==> src/rtl/led_level_meter.sv <==
// Log-scale LED bar meter: windowed peak magnitude of signed PCM, thermometer bar, sticky clip.
// Define LED_LEVEL_METER_PEAK_HOLD_EN to add the peak-hold dot with timed decay.
module led_level_meter #(
  parameter int DATA_WIDTH   = 16,
  parameter int NUM_LEDS     = 16,
  parameter int UPDATE_DIV   = 12000000,
  parameter int HOLD_UPDATES = 8
) (
  input  logic                            clk,
  input  logic                            rst,
  input  logic                            sample_valid,
  input  logic [DATA_WIDTH-1:0]           sample_in,
  input  logic                            clear_clip,
  output logic [NUM_LEDS-1:0]             led,
  output logic [$clog2(NUM_LEDS+1)-1:0]   level,
  output logic                            update,
  output logic                            clip
);
  localparam int MW = DATA_WIDTH - 1;
  localparam int LW = $clog2(NUM_LEDS + 1);
  localparam int NW = $clog2(DATA_WIDTH);
  localparam int CW = $clog2(UPDATE_DIV);

  // ceil(k*NUM_LEDS/MW) clamped; only ever evaluated on constants to fill the LUT
  function automatic int bar_of(input int k);
    int b;
    b = (k * NUM_LEDS + MW - 1) / MW;
    return (b > NUM_LEDS) ? NUM_LEDS : b;
  endfunction

  logic              is_min, is_max, tick;
  logic [DATA_WIDTH-1:0] neg;
  logic [MW-1:0]     mag, wmax, cmax;
  logic [CW-1:0]     cnt;
  logic [NW-1:0]     n;
  logic [LW-1:0]     bar;
  logic [NUM_LEDS-1:0] therm, dot;
  logic [DATA_WIDTH-1:0][LW-1:0] bar_lut;

  assign is_min = (sample_in == {1'b1, {MW{1'b0}}});
  assign is_max = (sample_in == {1'b0, {MW{1'b1}}});
  assign neg    = -sample_in;
  assign tick   = (cnt == CW'(UPDATE_DIV - 1));

  always_comb begin
    mag = sample_in[MW-1:0];
    if (is_min)                     mag = '1;
    else if (sample_in[DATA_WIDTH-1]) mag = neg[MW-1:0];
  end

  // A sample in the tick cycle still belongs to the closing window
  assign cmax = (sample_valid && (mag > wmax)) ? mag : wmax;

  always_comb begin
    n = '0;
    for (int i = 0; i < MW; i++)
      if (cmax[i]) n = NW'(i + 1);
  end

  for (genvar g = 0; g < DATA_WIDTH; g++) begin : g_lut
    assign bar_lut[g] = LW'(bar_of(g));
  end
  assign bar = bar_lut[n];

  always_comb begin
    therm = '0;
    for (int i = 0; i < NUM_LEDS; i++) therm[i] = (int'(bar) > i);
  end

`ifdef LED_LEVEL_METER_PEAK_HOLD_EN
  localparam int HW = (HOLD_UPDATES > 0) ? $clog2(HOLD_UPDATES + 1) : 1;
  logic [LW-1:0] pk, pk_next;
  logic [HW-1:0] hold, hold_next;

  always_comb begin
    pk_next   = pk;
    hold_next = hold;
    if (bar >= pk) begin
      pk_next   = bar;
      hold_next = HW'(HOLD_UPDATES);
    end else if (hold != '0) begin
      hold_next = hold - 1'b1;
    end else if (pk != '0) begin
      pk_next = pk - 1'b1;
    end
  end

  always_comb begin
    dot = '0;
    for (int i = 0; i < NUM_LEDS; i++) dot[i] = (pk_next != '0) && (int'(pk_next) - 1 == i);
  end

  always_ff @(posedge clk or posedge rst) begin
    if (rst) begin
      pk   <= '0;
      hold <= '0;
    end else if (tick) begin
      pk   <= pk_next;
      hold <= hold_next;
    end
  end
`else
  logic unused_hold;
  assign unused_hold = ^HOLD_UPDATES;
  assign dot = '0;
`endif

  always_ff @(posedge clk or posedge rst) begin
    if (rst) begin
      cnt    <= '0;
      wmax   <= '0;
      clip   <= 1'b0;
      led    <= '0;
      level  <= '0;
      update <= 1'b0;
    end else begin
      cnt    <= tick ? '0 : cnt + 1'b1;
      update <= tick;
      if (tick)                             wmax <= '0;
      else if (sample_valid && mag > wmax)  wmax <= mag;
      if (sample_valid && (is_min || is_max)) clip <= 1'b1;
      else if (clear_clip)                    clip <= 1'b0;
      if (tick) begin
        level <= bar;
        led   <= therm | dot;
      end
    end
  end
endmodule

==> config.mk <==
export PLATFORM = sky130hd
export DESIGN_NAME = led_level_meter
export DESIGN_NICKNAME = d
export VERILOG_FILES = /design/src/rtl/led_level_meter.sv
export SDC_FILE = /design/constraint.sdc
export NUM_CORES = 1
export LEC_CHECK = 0
export ABC_AREA = 1
export CAP_MARGIN = 10
export CORE_ASPECT_RATIO = 1.1
export CORE_MARGIN = 2
export CORE_UTILIZATION = 55
export DETAILED_ROUTE_END_ITERATION = 10
export DONT_BUFFER_PORTS = 1
export MAX_ROUTING_LAYER = met4
export PLACE_DENSITY_LB_ADDON = 0.08
export SETUP_SLACK_MARGIN = 0.15
export SYNTH_ARGS = -nofsm -noshare
export SYNTH_HDL_FRONTEND = slang
export SYNTH_SLANG_ARGS = --single-unit
==> constraint.sdc <==
create_clock -name clk -period 4.1 [get_ports clk]
set_input_delay 0.82 -clock clk [delete_from_list [all_inputs] [get_ports clk]]
set_output_delay 0.82 -clock clk [all_outputs]
set_load 0.01 [all_outputs]
======== Yosys cells after proc, flatten, opt, wreduce, memory -nomap -nowiden ========
Memory sizes are Yosys's and may differ from the RTL's.
Cells that the tools add are included.
Widths: inputs -> output; s select.
word-level totals
  bits in registers ....................... 62
  latch bits .............................. 0
  memory bits (writable) .................. 0
  ROM bits ................................ 80
  output and inout bits ................... 23
  word-level logic and storage cells ...... 57
  memories ................................ 1
memory list
  memory            depth  bits a word  rd ports  clocked after Yosys merged registers in  write ports  RTL line  source
  (name not given)  16     5            1         0                                        0            63        assign bar = bar_lut[n];
operators by class
  add/sub/neg operators ................... 2
  multipliers ............................. 0
  divide/modulo/power cells ............... 0
  $lt $le $gt $ge ......................... 18
  equal/unequal tests ..................... 3
  shifts and indexed selects .............. 0
  muxes and demuxes ....................... 23
  bitwise operators ....................... 0
  reduce and logical (&&, ||, !) cells .... 4
operators with widths
  operator               number
  $mux 15                4
  $mux 4                 14
  $gt 5x4->1 const B     8
  $add 24x1->24 const B  1
  $eq 24x24->1 const B   1
  $mux 24                1
  $gt 5x3->1 const B     4
  $eq 16x15->1 const B   1
  $eq 16x16->1 const B   1
  $gt 15x15->1           1
  $neg 15->15            1
  $gt 5x1->1 const B     2
  $gt 5x2->1 const B     2
  $lt 4x5->1 const B     1
  $mux 5                 1
  $mux 1                 3
  $logic_and 1x1->1      2
  $reduce_bool 2->1      1
  $logic_or 1x1->1       1

======== Longest topological paths before layout ========
  depth after elaboration ................. 24
  depth in mapped cells ................... 44
  gate-level depth less buffers ........... 43

======== Worst setup path before layout ========
No wires, ideal clock.
  kind .................................... input -> register
  from .................................... in sample_in[0]
  to ...................................... reg led[11]
  arrival ................................. 4.570 ns
  data required time ...................... 3.983 ns
  setup slack ............................. -0.588 ns
  stages on the path ...................... 42
  buffers on the path ..................... 1
  cell sequence ........................... inv_1 ha_1 nand2_2 nor2_4 nand2_2 nor2_4 a21oi_1 mux2i_2 ha_1 nand2_1 inv_1 nand2_1 nand2_1 a21oi_1 nand2_2 nand2_2 buf_8 nand2_1 [6 not listed] nand2_1 nand2_1 nand2_1 nand2_1 nand2_1 nand2_1 nand2_1 nand2_1 nand2_4 ha_1 nand2_1 nand2_2 nand2_2 nor2_4 nand3_1 and2_1 nand3_1 nand2_1
on the way
  word-level cells in the longest chain between the ends .. 24
  elaborated cells on any way between the ends .. 25
ends and longest elaborated chain
  what                              RTL line  source
  start, declared                   12        input logic [DATA_WIDTH-1:0] sample_in,
  $neg 15->15                       42        assign neg = -sample_in;
  $mux 15                           48        else if (sample_in[DATA_WIDTH-1]) mag = neg[MW-1:0];
  $mux 15 (*)                       47        if (is_min) mag = '1;
  $gt 15x15->1                      52        assign cmax = (sample_valid && (mag > wmax)) ? mag : wmax;
  $logic_and 1x1->1                 52
  $mux 15 (*)                       n/a
  $mux 1                            57        if (cmax[i]) n = NW'(i + 1);
  $mux 4 (13 in series)             57
  $mux 4 (*)                        57
  $mem_v2 16x5 (*)                  n/a
  $mux 5 (implied by the code) (*)  63
  $gt 5x4->1 (*)                    67        for (int i = 0; i < NUM_LEDS; i++) therm[i] = (int'(bar) > i);
  end signal, assigned              125       led <= therm | dot;
  end, declared                     14        output logic [NUM_LEDS-1:0] led,
Mark *: on every way between the ends. The rest lies on a longest branch, timed or not. The select of a mux whose other input is x is not followed.
A chain may end at the register's enable or synchronous reset.

======== Worst setup path in the final report ========
  from .................................... in sample_in[1]
  to ...................................... reg led[5]
on the way
  word-level cells in the longest chain between the ends .. 24
  elaborated cells on any way between the ends .. 25
ends and longest elaborated chain
  what                              RTL line
  $neg 15->15                       42
  $mux 15                           48
  $mux 15 (*)                       47
  $gt 15x15->1                      52
  $logic_and 1x1->1                 52
  $mux 15 (*)                       n/a
  $mux 1                            57
  $mux 4 (13 in series)             57
  $mux 4 (*)                        57
  $mem_v2 16x5 (*)                  n/a
  $mux 5 (implied by the code) (*)  63
  $gt 5x3->1 (*)                    67
Marked as above.

==> results.py <==
metrics = {
    "status": {
        "status": "finished with violations",
        "violations": "setup timing",
    },
    "run": {
        "max_cap_viol_count": 0,
    },
    "critical_path": {
        "startpoint": "sample_in[1]",
        "crit_end": "led[5]",
        "slowest_stage": "ha_4",
        "critPathMaxFanout": 6,
        "endpoint_kind": "flip-flop",
        "required_ps": 4370,
        "crit_arrival_ps": 4580,
        "critPathMaxStageDelay_ps": 270,
        "r2r_end": "led[5]",
        "path_class": "primary input to flip-flop",
        "start_kind": "primary input",
        "worst_path_most_repeated_cell": "nand2_1",
        "worstReg2RegStart": "wmax[6]",
        "reg2reg_slack_ps": 660,
        "reg2regPathDepth": 32,
    },
    "min_path": {
        "hp-class": "primary input to asynchronous set/reset pin",
    },
    "power": {
        "irDropWorstVdd_uv": 541.7,
        "power.leakage_nw": 2.781,
        "p_per_area_nw_per_um2": 546.0,
    },
    "global_routing": {
        "antenna_found_initial": 0,
        "grt_usage": 0.2690,
        "grt_max_degree": 39,
        "grt_pass1_vias": 3841,
        "grt_overflow_total": 0,
        "grt_pass1_wl_um": 17190,
    },
    "final_layout": {
        "area_growth_pct": 31.24,
        "layout.nets": 694,
        "fin_cells": 764,
        "stdcell_area_um2": 5562,
        "num_antenna_cells": 0,
        "drive_gt1_frac": 0.3460,
    },
    "logic_synthesis": {
        "synth_top_cell_area_share": 0.3661,
        "yosysWarnings": 0,
        "ys_ff_latch": 62,
        "synth_ff_type": "dfrtp_1",
        "ys_seq_area_frac": 0.3661,
        "yosysMostFrequentCell": "nand2_1",
        "synth_fa_ha_area_frac": 0.05905,
        "avgSynthCellArea_um2": 7.501,
        "synth_simple_gate_area_frac": 0.3508,
        "synthTopCellsByCount": "142 x nand2_1, 74 x inv_1, 62 x dfrtp_1",
        "synth_top_family_by_area": "simple AND/OR/NAND/NOR gates",
        "synthArstFlopShare": 1.000,
        "ys_top_cells_by_area": "dfrtp_1 37%, nand2_1 13%, inv_1 6.6%",
        "syn_area_um2": 4238,
        "yosysTopAreaCell": "dfrtp_1",
        "synth_nets": 605,
        "synth_compound_gate_area_share": 0.1045,
        "synth_edf_count": 0,
        "syn_inst": 565,
        "ys_types": 50,
        "synth_xor_area_frac": 0.02037,
        "synthMuxAreaShare": 0.003248,
    },
    "timing": {
        "worst_pin_slew_ps": 796.1,
        "setup_violations": 19,
        "fin_ws_ps": -210.5,
        "finalSetupTns_ps": -2525,
        "finalMaxSlewViolations": 0,
        "finalCriticalPeriod_ps": 4311,
        "fmax_mhz": 232.0,
        "hold_viol": 0,
        "finClkSkew_ps": 15.64,
        "rsz0062_at_grt": "yes",
        "finalCritPeriodShare": 1.051,
        "relSlewSlack": 0.4685,
    },
    "route": {
        "vias": 3895,
        "wl_per_cell_um": 13.81,
        "first_pass_iters": 4,
        "wl_met2_um": 5460,
        "routed.top_layer": "met4",
        "finalWirelength_um": 10550,
        "ant_nets": 0,
        "drt_iter0_markers": 200,
        "vias_per_cell": 5.098,
        "wl_met1_um": 4603,
        "dr_wl_met3_um": 316,
        "drc": 0,
    },
    "floorplanning": {
        "die_area_um2": 8424,
        "die_w_um": 87.70,
        "io_pins": 43,
        "core.rowCount": 33,
        "core_area_um2": 7473,
        "initial_core_util": 0.5671,
        "die_h_um": 96.06,
    },
    "clock_network": {
        "ctsHoldBuffers": 0,
        "cts_buffer_depth": 2,
        "clk_pin_slew_ps": 80,
        "ctsHtreeMaxLevel": 3,
        "insertion_delay_ps": 350,
        "root_buffer": "clkbuf_8",
        "numCtsBuffers": 9,
        "cts_tree": "yes",
        "cts.sinks": 62,
    },
    "place": {
        "dpl.cell_count": 732,
        "port_buffers": 0,
        "gp_congestion": 0.9351,
        "dpl_cell_area_um2": 4950,
        "dp_hpwl_um": 7514,
    },
}
==> kinds of logic after synthesis <==
logic type	count (synthesis)
DFF	62
and+or+nand+nor	305
muxes	1
xor gates and xnor gates	9
buffers and inverters	98
AOI/OAI and AO/OA	70
adders and majority gates	20
==> flip-flops by register name, indices dropped and copies added, names as in the netlist <==
signal	flops
clip	1
cnt	24
led	16
level	5
update	1
wmax	15
==> cell type report <==
type,instances,area (um^2)
inverter,89,382.9
sequential,62,1551
clock buffer,9,123.9
multi-input combinational,406,2616
fill,574,1912
clock inverter,7,48.80
timing repair buffer,86,706.9
tap,105,131.4
==> worst min path at each step <==
stage          startpoint      end  slack, ps  cells after the start
2_1_floorplan      cnt[2]   cnt[2]        460                      1
3_3_place_gp       cnt[6]   cnt[6]        490                      1
3_5_place_dp       cnt[6]   cnt[6]        490                      1
4_1_cts            cnt[2]   cnt[2]        500                      1
5_1_grt            cnt[2]   cnt[2]        520                      1
6_report              rst  cnt[12]        500                      1
==> routing by layer <==
metal	GRT usage	up-vias
li1	-	1964
met1	0.3198	1856
met2	0.4463	60
met3	0.06089	15
met4	0.1000	0
met5	-	-
==> timing repair <==
item / CTS / global route
setup endpoints to repair: 21 / 21
gates cloned: 1 / 0
pin swaps: 21 / 23
resized for setup: 24 / 53
buffers inserted: 6 / 9
==> critical path, delay by kind of cell <==
family,cells,cell delay [ps]
XOR/XNOR,1,140
buffers and inverters,7,610
AO/OA/AOI/OAI,4,320
AND/OR/NAND/NOR,25,2080
adder cells (fa/ha/maj),3,580
==> power by group <==
part           internal (mW)  total (mW)  switching [mW]
Combinational          0.816        1.86            1.04
Clock                  0.220       0.476           0.257
Sequential             0.680       0.704          0.0233
==> cells in the final DEF (no fill, tap or decap), types with 7 or more instances in the layout <==
master	count
nor2_1	49
ha_1	16
nand2_4	19
a21oi_1	17
nand4_1	9
nand3_1	28
o21ai_0	10
o21ai_2	10
buf_6	13
clkbuf_8	9
nand2_1	127
inv_1	67
xor2_1	7
nand2_2	19
inv_2	16
dfrtp_1	62
buf_4	72
nor2_4	11
o21ai_1	11
nor2_2	8
==> per-stage QoR <==
step                      hold slack [ps]  setup slack, ps  utilization  power [mW]
after detailed placement            487.6           -664.0       0.6623       2.199
after global routing                521.4           -497.4       0.7442       3.261
after floorplan                     463.3           -405.1            -       1.714
after CTS                           501.4           -113.8       0.7042       2.805
after global placement              485.6           -579.1       0.6623       2.169
final                               495.2           -210.5       0.7442       3.037
Power figures use the tool's default switching activity.
